===== src/rtl/eth_rx_pkg.sv =====
// Shared definitions for the ethernet receive frame controller: FSM states,
// broadcast address and status-word field positions.
package eth_rx_pkg;

  typedef enum logic [1:0] {
    IDLE,
    HDR,
    STREAM,
    DROP
  } state_t;

  localparam logic [47:0] ETH_BCAST_ADDR = 48'hffff_ffff_ffff;

  localparam int unsigned ERR_BIT    = 15;
  localparam int unsigned CNT_MSB    = 14;
  localparam int unsigned WORD_SHIFT = 3;

endpackage


===== src/rtl/eth_rx_skid.sv =====
// Two-entry valid/ready buffer for frame words (64-bit data + last flag).
// free reports the entries available this cycle, crediting a same-cycle pop.
module eth_rx_skid (
  input  logic        clk,
  input  logic        rst_n,
  input  logic        in_valid,
  input  logic [63:0] in_data,
  input  logic        in_last,
  output logic        out_valid,
  input  logic        out_ready,
  output logic [63:0] out_data,
  output logic        out_last,
  output logic [1:0]  free
);

  logic [64:0] e0, e1;
  logic [1:0]  count;
  logic        pop;

  assign pop       = out_valid && out_ready;
  assign out_valid = (count != 2'd0);
  assign out_data  = e0[63:0];
  assign out_last  = e0[64];
  assign free      = 2'd2 - count + {1'b0, pop};

  // e0 is always the head, so a stalled head never moves.
  always_ff @(posedge clk or negedge rst_n) begin
    if (!rst_n) begin
      e0    <= '0;
      e1    <= '0;
      count <= '0;
    end else begin
      case ({in_valid, pop})
        2'b10: begin
          if (count == 2'd0) e0 <= {in_last, in_data};
          else               e1 <= {in_last, in_data};
          count <= count + 2'd1;
        end
        2'b01: begin
          e0    <= e1;
          count <= count - 2'd1;
        end
        2'b11: begin
          if (count == 2'd1) begin
            e0 <= {in_last, in_data};
          end else begin
            e0 <= e1;
            e1 <= {in_last, in_data};
          end
        end
        default: ;
      endcase
    end
  end

endmodule


===== src/rtl/eth_rx_frame_ctrl.sv =====
// Drains the receive MAC status/data FIFOs: delivers good frames, discards bad ones.
// Optional destination-address filter enabled by defining ETH_RX_MAC_FILTER_EN.
module eth_rx_frame_ctrl
  import eth_rx_pkg::*;
#(
  parameter int unsigned MIN_WORDS = 8,
  parameter logic [47:0] MAC_ADDR  = 48'h000000000000
) (
  input  logic        clk,
  input  logic        rst_n,
  output logic        ctl_rd_en_out,
  input  logic [15:0] ctl_rd_d_in,
  input  logic        ctl_rd_empty_in,
  output logic        data_rd_en_out,
  input  logic [63:0] data_rd_d_in,
  input  logic        data_rd_empty_in,
  output logic        out_valid,
  input  logic        out_ready,
  output logic [63:0] out_data,
  output logic        out_last,
  output logic [15:0] frames_ok_out,
  output logic [15:0] frames_drop_out
);

  state_t      state, state_nx;
  logic [11:0] remaining, hdr_words;
  logic        hdr_drop, rd_pending, rd_pending_last;
  logic        done_ok, done_drop, issue_ok, reject, sk_pop;
  logic        sk_in_valid, sk_in_last;
  logic [63:0] sk_in_data;
  logic [1:0]  sk_free, inflight;

  assign hdr_words = ctl_rd_d_in[CNT_MSB:WORD_SHIFT];
  assign hdr_drop  = ctl_rd_d_in[ERR_BIT] || (32'(hdr_words) < MIN_WORDS) || (hdr_words == 12'd0);
  assign sk_pop    = out_valid && out_ready;

`ifdef ETH_RX_MAC_FILTER_EN
  logic        pre, hold_valid, hold_last, hold_push;
  logic [63:0] hold_data;

  assign reject    = hold_valid && (hold_data[63:16] != MAC_ADDR) && (hold_data[63:16] != ETH_BCAST_ADDR);
  assign hold_push = hold_valid && !reject;
  // Only the first read may be outstanding until the held word is judged.
  assign issue_ok    = !pre || (!rd_pending && !hold_valid) || hold_push;
  assign sk_in_valid = (state == STREAM) && (hold_push || (rd_pending && !pre));
  assign sk_in_data  = hold_push ? hold_data : data_rd_d_in;
  assign sk_in_last  = hold_push ? hold_last : rd_pending_last;
  assign inflight    = {1'b0, rd_pending} + {1'b0, hold_push};

  always_ff @(posedge clk or negedge rst_n) begin
    if (!rst_n) begin
      pre        <= 1'b0;
      hold_valid <= 1'b0;
      hold_last  <= 1'b0;
      hold_data  <= '0;
    end else if (state == HDR) begin
      pre        <= 1'b1;
      hold_valid <= 1'b0;
    end else if ((state == STREAM) && pre) begin
      if (hold_valid) begin
        hold_valid <= 1'b0;
        pre        <= 1'b0;
      end else if (rd_pending) begin
        hold_valid <= 1'b1;
        hold_data  <= data_rd_d_in;
        hold_last  <= rd_pending_last;
      end
    end
  end
`else
  logic unused_cfg;

  assign unused_cfg  = ^MAC_ADDR;
  assign reject      = 1'b0;
  assign issue_ok    = 1'b1;
  assign sk_in_valid = (state == STREAM) && rd_pending;
  assign sk_in_data  = data_rd_d_in;
  assign sk_in_last  = rd_pending_last;
  assign inflight    = {1'b0, rd_pending};
`endif

  always_comb begin
    state_nx       = state;
    ctl_rd_en_out  = 1'b0;
    data_rd_en_out = 1'b0;
    done_ok        = 1'b0;
    done_drop      = 1'b0;
    case (state)
      IDLE: begin
        if (!ctl_rd_empty_in) begin
          ctl_rd_en_out = rst_n;
          state_nx      = HDR;
        end
      end
      HDR: begin
        if (hdr_drop) begin
          if (hdr_words == 12'd0) begin
            done_drop = 1'b1;
            state_nx  = IDLE;
          end else begin
            state_nx = DROP;
          end
        end else begin
          state_nx = STREAM;
        end
      end
      STREAM: begin
        data_rd_en_out = issue_ok && !reject && !data_rd_empty_in &&
                         (remaining != 12'd0) && (sk_free > inflight);
        if (reject) begin
          state_nx = DROP;
        end else if (sk_pop && out_last) begin
          done_ok  = 1'b1;
          state_nx = IDLE;
        end
      end
      DROP: begin
        data_rd_en_out = !data_rd_empty_in && (remaining != 12'd0);
        if ((remaining == 12'd0) && !rd_pending) begin
          done_drop = 1'b1;
          state_nx  = IDLE;
        end
      end
      default: state_nx = IDLE;
    endcase
  end

  always_ff @(posedge clk or negedge rst_n) begin
    if (!rst_n) begin
      state           <= IDLE;
      remaining       <= '0;
      rd_pending      <= 1'b0;
      rd_pending_last <= 1'b0;
      frames_ok_out   <= '0;
      frames_drop_out <= '0;
    end else begin
      state <= state_nx;
      if (state == HDR)        remaining <= hdr_words;
      else if (data_rd_en_out) remaining <= remaining - 12'd1;
      rd_pending      <= data_rd_en_out;
      rd_pending_last <= data_rd_en_out && (remaining == 12'd1);
      if (done_ok)   frames_ok_out   <= frames_ok_out + 16'd1;
      if (done_drop) frames_drop_out <= frames_drop_out + 16'd1;
    end
  end

  eth_rx_skid u_skid (
    .clk       (clk),
    .rst_n     (rst_n),
    .in_valid  (sk_in_valid),
    .in_data   (sk_in_data),
    .in_last   (sk_in_last),
    .out_valid (out_valid),
    .out_ready (out_ready),
    .out_data  (out_data),
    .out_last  (out_last),
    .free      (sk_free)
  );

endmodule

===== config.mk =====
export PLATFORM = sky130hd
export DESIGN_NAME = eth_rx_frame_ctrl
export DESIGN_NICKNAME = d
export VERILOG_FILES = /design/src/rtl/eth_rx_pkg.sv /design/src/rtl/eth_rx_skid.sv /design/src/rtl/eth_rx_frame_ctrl.sv
export SDC_FILE = /design/constraint.sdc
export NUM_CORES = 1
export LEC_CHECK = 0
export ABC_AREA = 1
export ABC_CLOCK_PERIOD_IN_PS = 3800
export CELL_PAD_IN_SITES_DETAIL_PLACEMENT = 1
export CELL_PAD_IN_SITES_GLOBAL_PLACEMENT = 2
export CORE_MARGIN = 1
export CORE_UTILIZATION = 30
export CTS_CLUSTER_SIZE = 20
export DETAILED_ROUTE_END_ITERATION = 8
export PLACE_DENSITY_LB_ADDON = 0.1
export SLEW_MARGIN = 20
export SYNTH_ARGS = -nofsm -noshare
export SYNTH_HDL_FRONTEND = slang
export SYNTH_SLANG_ARGS = --single-unit

===== constraint.sdc =====
create_clock -name clk -period 3.8 [get_ports clk]
set_input_delay 1.14 -clock clk [delete_from_list [all_inputs] [get_ports clk]]
set_output_delay 1.14 -clock clk [all_outputs]
set_load 0.01 [all_outputs]

## Yosys cells after proc, flatten, opt, wreduce, memory -nomap -nowiden

Cells that the tools add are included.

| storage, ports and cells | value |
|---|---|
| register bits | 180 |
| bits in latches | 0 |
| ROM bits | 0 |
| bits of input ports | 85 |
| memory bits (writable) | 0 |
| logic and storage cells | 80 |
| memories | 0 |
| output and inout port bits | 100 |

| cells by class | value |
|---|---|
| div/mod/pow operators | 0 |
| bitwise logic cells | 0 |
| reduce and logical (&&, ||, !) cells | 24 |
| shifts and indexed selects | 0 |
| multiplexer cells | 24 |
| equal/unequal tests | 14 |
| multiply operators | 0 |
| $lt $le $gt $ge | 2 |
| add/subtract/negate cells | 7 |

Operators with widths:

| kind | number |
|---|---|
| 65-bit two-way mux | 4 |
| 65-bit case mux with 3 select lines | 1 |
| 65-bit case mux with 2 select lines | 1 |
| 16-bit by 1-bit adder with 16-bit output (second input constant) | 2 |
| 12-bit logical NOT | 2 |
| 12-bit two-way mux | 2 |
| 12-bit by 1-bit == test with 1-bit output (second input constant) | 1 |
| 12-bit by 4-bit less-than comparator with 1-bit output (second input constant) | 1 |
| 12-bit nonzero test | 1 |
| 12-bit by 1-bit subtractor with 12-bit output (second input constant) | 1 |
| 2-bit two-way mux | 5 |
| 2-bit == test (second input constant) | 4 |
| 2-bit inequality test (second input constant) | 4 |
| 2-bit case mux with 4 select lines | 1 |
| 2-bit nonzero test | 4 |
| 1-bit logical AND | 7 |
| 1-bit two-way mux | 7 |
| 2-bit by 1-bit == test with 1-bit output (second input constant) | 3 |
| 3-bit AND reduction | 2 |
| 2-bit logical NOT | 2 |
| 2-bit by 1-bit inequality test with 1-bit output (second input constant) | 2 |
| 1-bit case mux with 2 select lines | 2 |
| 2-bit case mux with 2 select lines | 1 |
| 3-bit nonzero test | 1 |
| 8 further kinds | 10 |

## Longest topological paths before layout

Gate-level depths: netlist of the first run.

| logic depth | value |
|---|---|
| depth in word-level cells | 8 |
| gate-level depth with buffers | 15 |
| gate-level depth less buffers | 15 |

## Modules after synthesis

A second synthesis of the first run with hierarchy kept.

| second synthesis, totals | value |
|---|---|
| cells, all modules | 1,549 |
| area total of the unflattened synthesis | 10,596.4 µm² |

By module, submodules not included:

| module | area each (µm²) | cells an instance | sequential area each (µm²) | instances |
|---|---|---|---|---|
| eth_rx_skid | 7,563.5 | 1,140 | 3,303.2 | 1 |
| eth_rx_frame_ctrl | 3,032.9 | 409 | 1,201.2 | 1 |

## Least setup slack after synthesis of the first run

Ideal clock, no wire load.

| path | value |
|---|---|
| kind | in2out |
| start point | in out_ready |
| end point | out data_rd_en_out |
| path buffers | 0 |
| required time | 2,660 ps |
| slack | 367 ps |
| stages on the path | 8 |
| arrival time | 2,293 ps |
| cell sequence | nand2_2 > ha_1 > ha_1 > nor2_1 > nor2_1 > nand2_1 > nand2_1 > nor2_2 |

| on the way | value |
|---|---|
| longest elaborated chain between the ends | 5 |

RTL lines:

| what | line | source |
|---|---|---|
| from (decl) | eth_rx_frame_ctrl.sv:18 | `input logic out_ready,` |
| 1-bit logical AND | eth_rx_skid.sv:20 | `assign pop = out_valid && out_ready;` |
| 2-bit by 1-bit adder with 2-bit output | eth_rx_skid.sv:24 | `assign free = 2'd2 - count + {1'b0, pop};` |
| 2-bit by 1-bit greater-than comparator with 1-bit output | eth_rx_frame_ctrl.sv:109 | `(remaining != 12'd0) && (sk_free > inflight);` |
| 1-bit logical AND | eth_rx_frame_ctrl.sv:109 |  |
| 1-bit case mux with 2 select lines | eth_rx_frame_ctrl.sv:88 | `case (state)` |
| to (decl) | eth_rx_frame_ctrl.sv:14 | `output logic data_rd_en_out,` |

Every way passes these cells.

## Worst setup path in the final report of the first run

Same ends and word-level chain as after synthesis.

==> results of run 1 <==
-- worst register-to-register path, stage by stage, from the launching register on --
cell and delay [ns]:
dfrtp_2 0.40, inv_1 0.05, ha_1 0.26, inv_2 0.13, nand2_2 0.06, ha_1 0.28
ha_1 0.27, nor2_1 0.04, nor2_1 0.08, nand2_1 0.06, nand2_1 0.09, nor2_2 0.05
buf_4 0.13, buf_4 0.16, nor2_2 0.20, buf_4 0.20, nand2_1 0.06, nand3_1 0.07
-- synthesized netlist by cell type (all sizes together) --
cell type / count / area (sq um)
nand4: 7 / 43.79
a21oi: 2 / 13.76
a31oi: 65 / 406.6
buf: 31 / 200.2
o211ai: 1 / 7.510
nor2: 125 / 491.7
o21bai: 2 / 15.01
dfrtp: 180 / 4504
nor3: 10 / 50.05
clkbuf: 23 / 86.33
nand3: 114 / 580.6
inv: 113 / 424.2
or2: 65 / 406.6
nand2: 216 / 815.8
ha: 12 / 150.1
nand3b: 3 / 22.52
o21ai: 86 / 434.2
xor2: 15 / 131.4
xnor2: 11 / 96.34
-- power by group --
part / total [uW] / internal [uW] / switching (uW)
Combinational: 3650 / 1650 / 2000
Sequential: 3220 / 2720 / 506
Clock: 1740 / 871 / 871
Total: 8620 / 5240 / 3380
-- metal layers --
layer | vias to the layer above | routed length, um | track usage
met5 | - | 0 | 0
met4 | 0 | 298 | 0.04532
met3 | 21 | 1107 | 0.03609
met2 | 134 | 12050 | 0.2940
met1 | 3668 | 12070 | 0.2338
li1 | 3818 | - | -
-- final timing paths --
path	start	endpoint
setup reg to reg	u_skid.count[0]	remaining[10]
hold reg to reg	u_skid.e1[15]	u_skid.e1[15]
setup / recovery	out_ready	data_rd_en_out
hold / removal	u_skid.e1[15]	u_skid.e1[15]
min in group asynchronous	rst_n	frames_ok_out[2]
max in group asynchronous	rst_n	u_skid.e0[40]
-- stage by stage --
step                power, uW  setup TNS [ns]  hold slack, ns  cell area, sq um  setup slack (ns)
floorplan                5292               0          0.4538              8881            0.3672
global placement         6918         -0.6091          0.4670             11130           -0.6091
detailed placement       6989         -0.5970          0.4736             11130           -0.5970
CTS                      8772               0          0.4916             11690           0.01016
global route             9329               0          0.5136             11690          0.007459
finish                   8617               0          0.4871             11690            0.1624
-- repair_timing --
action,in CTS,in global routing
hold buffers,0,0
resized for setup,5,2
pin swaps,0,1
setup endpoints to repair,1,1
buffers inserted,0,1
-- state kept, by name (all words and copies together), names as in the netlist --
| register | flops |
|---|---|
| u_skid.e1 | 65 |
| remaining | 12 |
| u_skid.e0 | 65 |
| rd_pending_last | 1 |
| u_skid.count | 2 |
| frames_ok_out | 16 |
| state | 2 |
| frames_drop_out | 16 |
| rd_pending | 1 |
-- kinds of logic after synthesis --
kind of cell	synth area share
DFF	0.5072
and+or+nand+nor	0.2715
AOI/OAI and AO/OA	0.09876
adders and majority gates	0.01691
buffers and inverters	0.08002
xor gates and xnor gates	0.02564
-- cell type report --
class	count	area, sq um
well taps	384	480.5
flip-flops and latches	180	4506
inverters	113	424.2
clock inverters	15	136.4
fillers	3439	17240
repair buffers	200	2029
multi-input cells	734	3692
clock buffers	17	425.4
==> run_results.csv, run 1 <==
group,metric,value,unit
clock_tree,cts.path.max_buffers,2,
routing,drtIter0Drc,350,
power_and_ir_drop,vdd_ir_drop_max,0.3102,mV
synth,synth.distinct_cells,31,
timing,relSlewSlack,0.5088,
final_layout,final_util,0.4041,
worst_setup_path,worstPathCellList,"clkbuf_2 -> nand2_2 -> ha_1 -> ha_1 -> nor2_1 -> nor2_1 -> nand2_1 -> nand2_1 -> nor2_2 -> clkdlybuf4s15_2",
routing,finalWirelength,25.52,mm
clock_tree,clkTransAtPathRegs,0.07,ns
floorplanning,die_height,174.1,um
worst_setup_path,rr_worst_depth,17,
power_and_ir_drop,power.leakage,0.005263,uW
synth,avgSynthCellArea,8.216,sq um
floorplanning,dieWidth,174.1,um
timing,finalClockSkew,0.01375,ns
synth,syn-num-nets,1178,
place,gp_congestion,0.7796,
worst_setup_path,critPathBufInv,2,
synth,syn_area,0.008881,sq mm
clock_tree,clock_sinks,180,
run_status,status,"complete, no violations",
synth,yosys_warnings,0,
global_route,grt_pass1_wl,42.83,mm
worst_setup_path,critPathKind,"input port to output port",
worst_setup_path,required,2.66,ns
routing,drc,0,
place,hpwlAfterDp,17.09,mm
worst_setup_path,critPathMaxFanout,2,
global_route,antenna_found_initial,0,
floorplanning,initial_utilization,0.3069,
clock_tree,clock-root-buffer,"clkbuf_16",
global_route,grt_pass1_vias,7975,
worst_setup_path,worstSetupStartpointType,"input port",
global_route,grt_usage,0.1768,
hold_path,min-delay-path-class,"register to register",
place,numPortBuffers,181,
timing,setup_viol_count_final,0,
power_and_ir_drop,power.density,736.9,mW/mm^2
timing,rsz0062_at_grt,"false",
floorplanning,io_pins,185,
worst_setup_path,worstSetupEndpointType,"output port",
worst_setup_path,slowest_delay,0.28,ns
worst_setup_path,worstPathArrival,2.50,ns
synth,synth-seq-cells,180,
timing,worst_slew_pin_slew,0.7367,ns
worst_setup_path,critical-path-top-delay-family,"adder cells",
timing,post-route-min-period,3.638,ns
final_layout,nets,1343,
floorplanning,std_cell_rows,62,
clock_tree,cts_tree,"yes",
timing,fin_crit_sh,0.9573,
clock_tree,cts.htree.levels,4,
clock_tree,insertion_delay,0.44,ns
run,maxCapViolCount,0,
final_layout,antennaDiodeCount,0,
routing,avgRoutedWirePerCell,15.53,um
timing,finalHoldViolations,0,
final_layout,stdcell_count,1643,
timing,fmax,274.9,MHz
routing,num_vias,7641,
synth,ys_seq_area_frac,0.5072,
timing,final_max_slew_viol_count,0,
final_layout,mostFrequentLayoutCells,"214 x nand2_1, 179 x dfrtp_1, 178 x clkdlybuf4s50_1, 118 x nor2_1, 112 x nand3_1",
worst_setup_path,critical_path_depth,10,
floorplanning,core-area,0.02894,sq mm
floorplanning,fp.dieArea,0.03030,sq mm
worst_setup_path,crit_path_top_delay_cell,"ha_1",
final_layout,syn2layout_area_growth,31.67,%
global_route,grt_max_degree,131,
worst_setup_path,r2r_slack,1.15,ns
synth,netlist_instances,1081,
clock_tree,cts_inserted_buffers,17,
routing,via_per_inst,4.651,
final_layout,layout_commonest_cell,"nand2_1",
routing,ant_nets,0,
place,place_inst,1610,
global_route,grt.overflow.total,0,
routing,firstDrtPassIters,4,
hold_path,hold_depth,2,
final_layout,layout-drive-gt1-share,0.09055,
Note: power is estimated with default switching activity, not from simulation.
==> run 2, diff against run 1 <==
Settings changed: CORE_MARGIN 1 to not set.
==> results of run 2 <==
No change in the layout: final DEF, timing and power equal those of run 1.
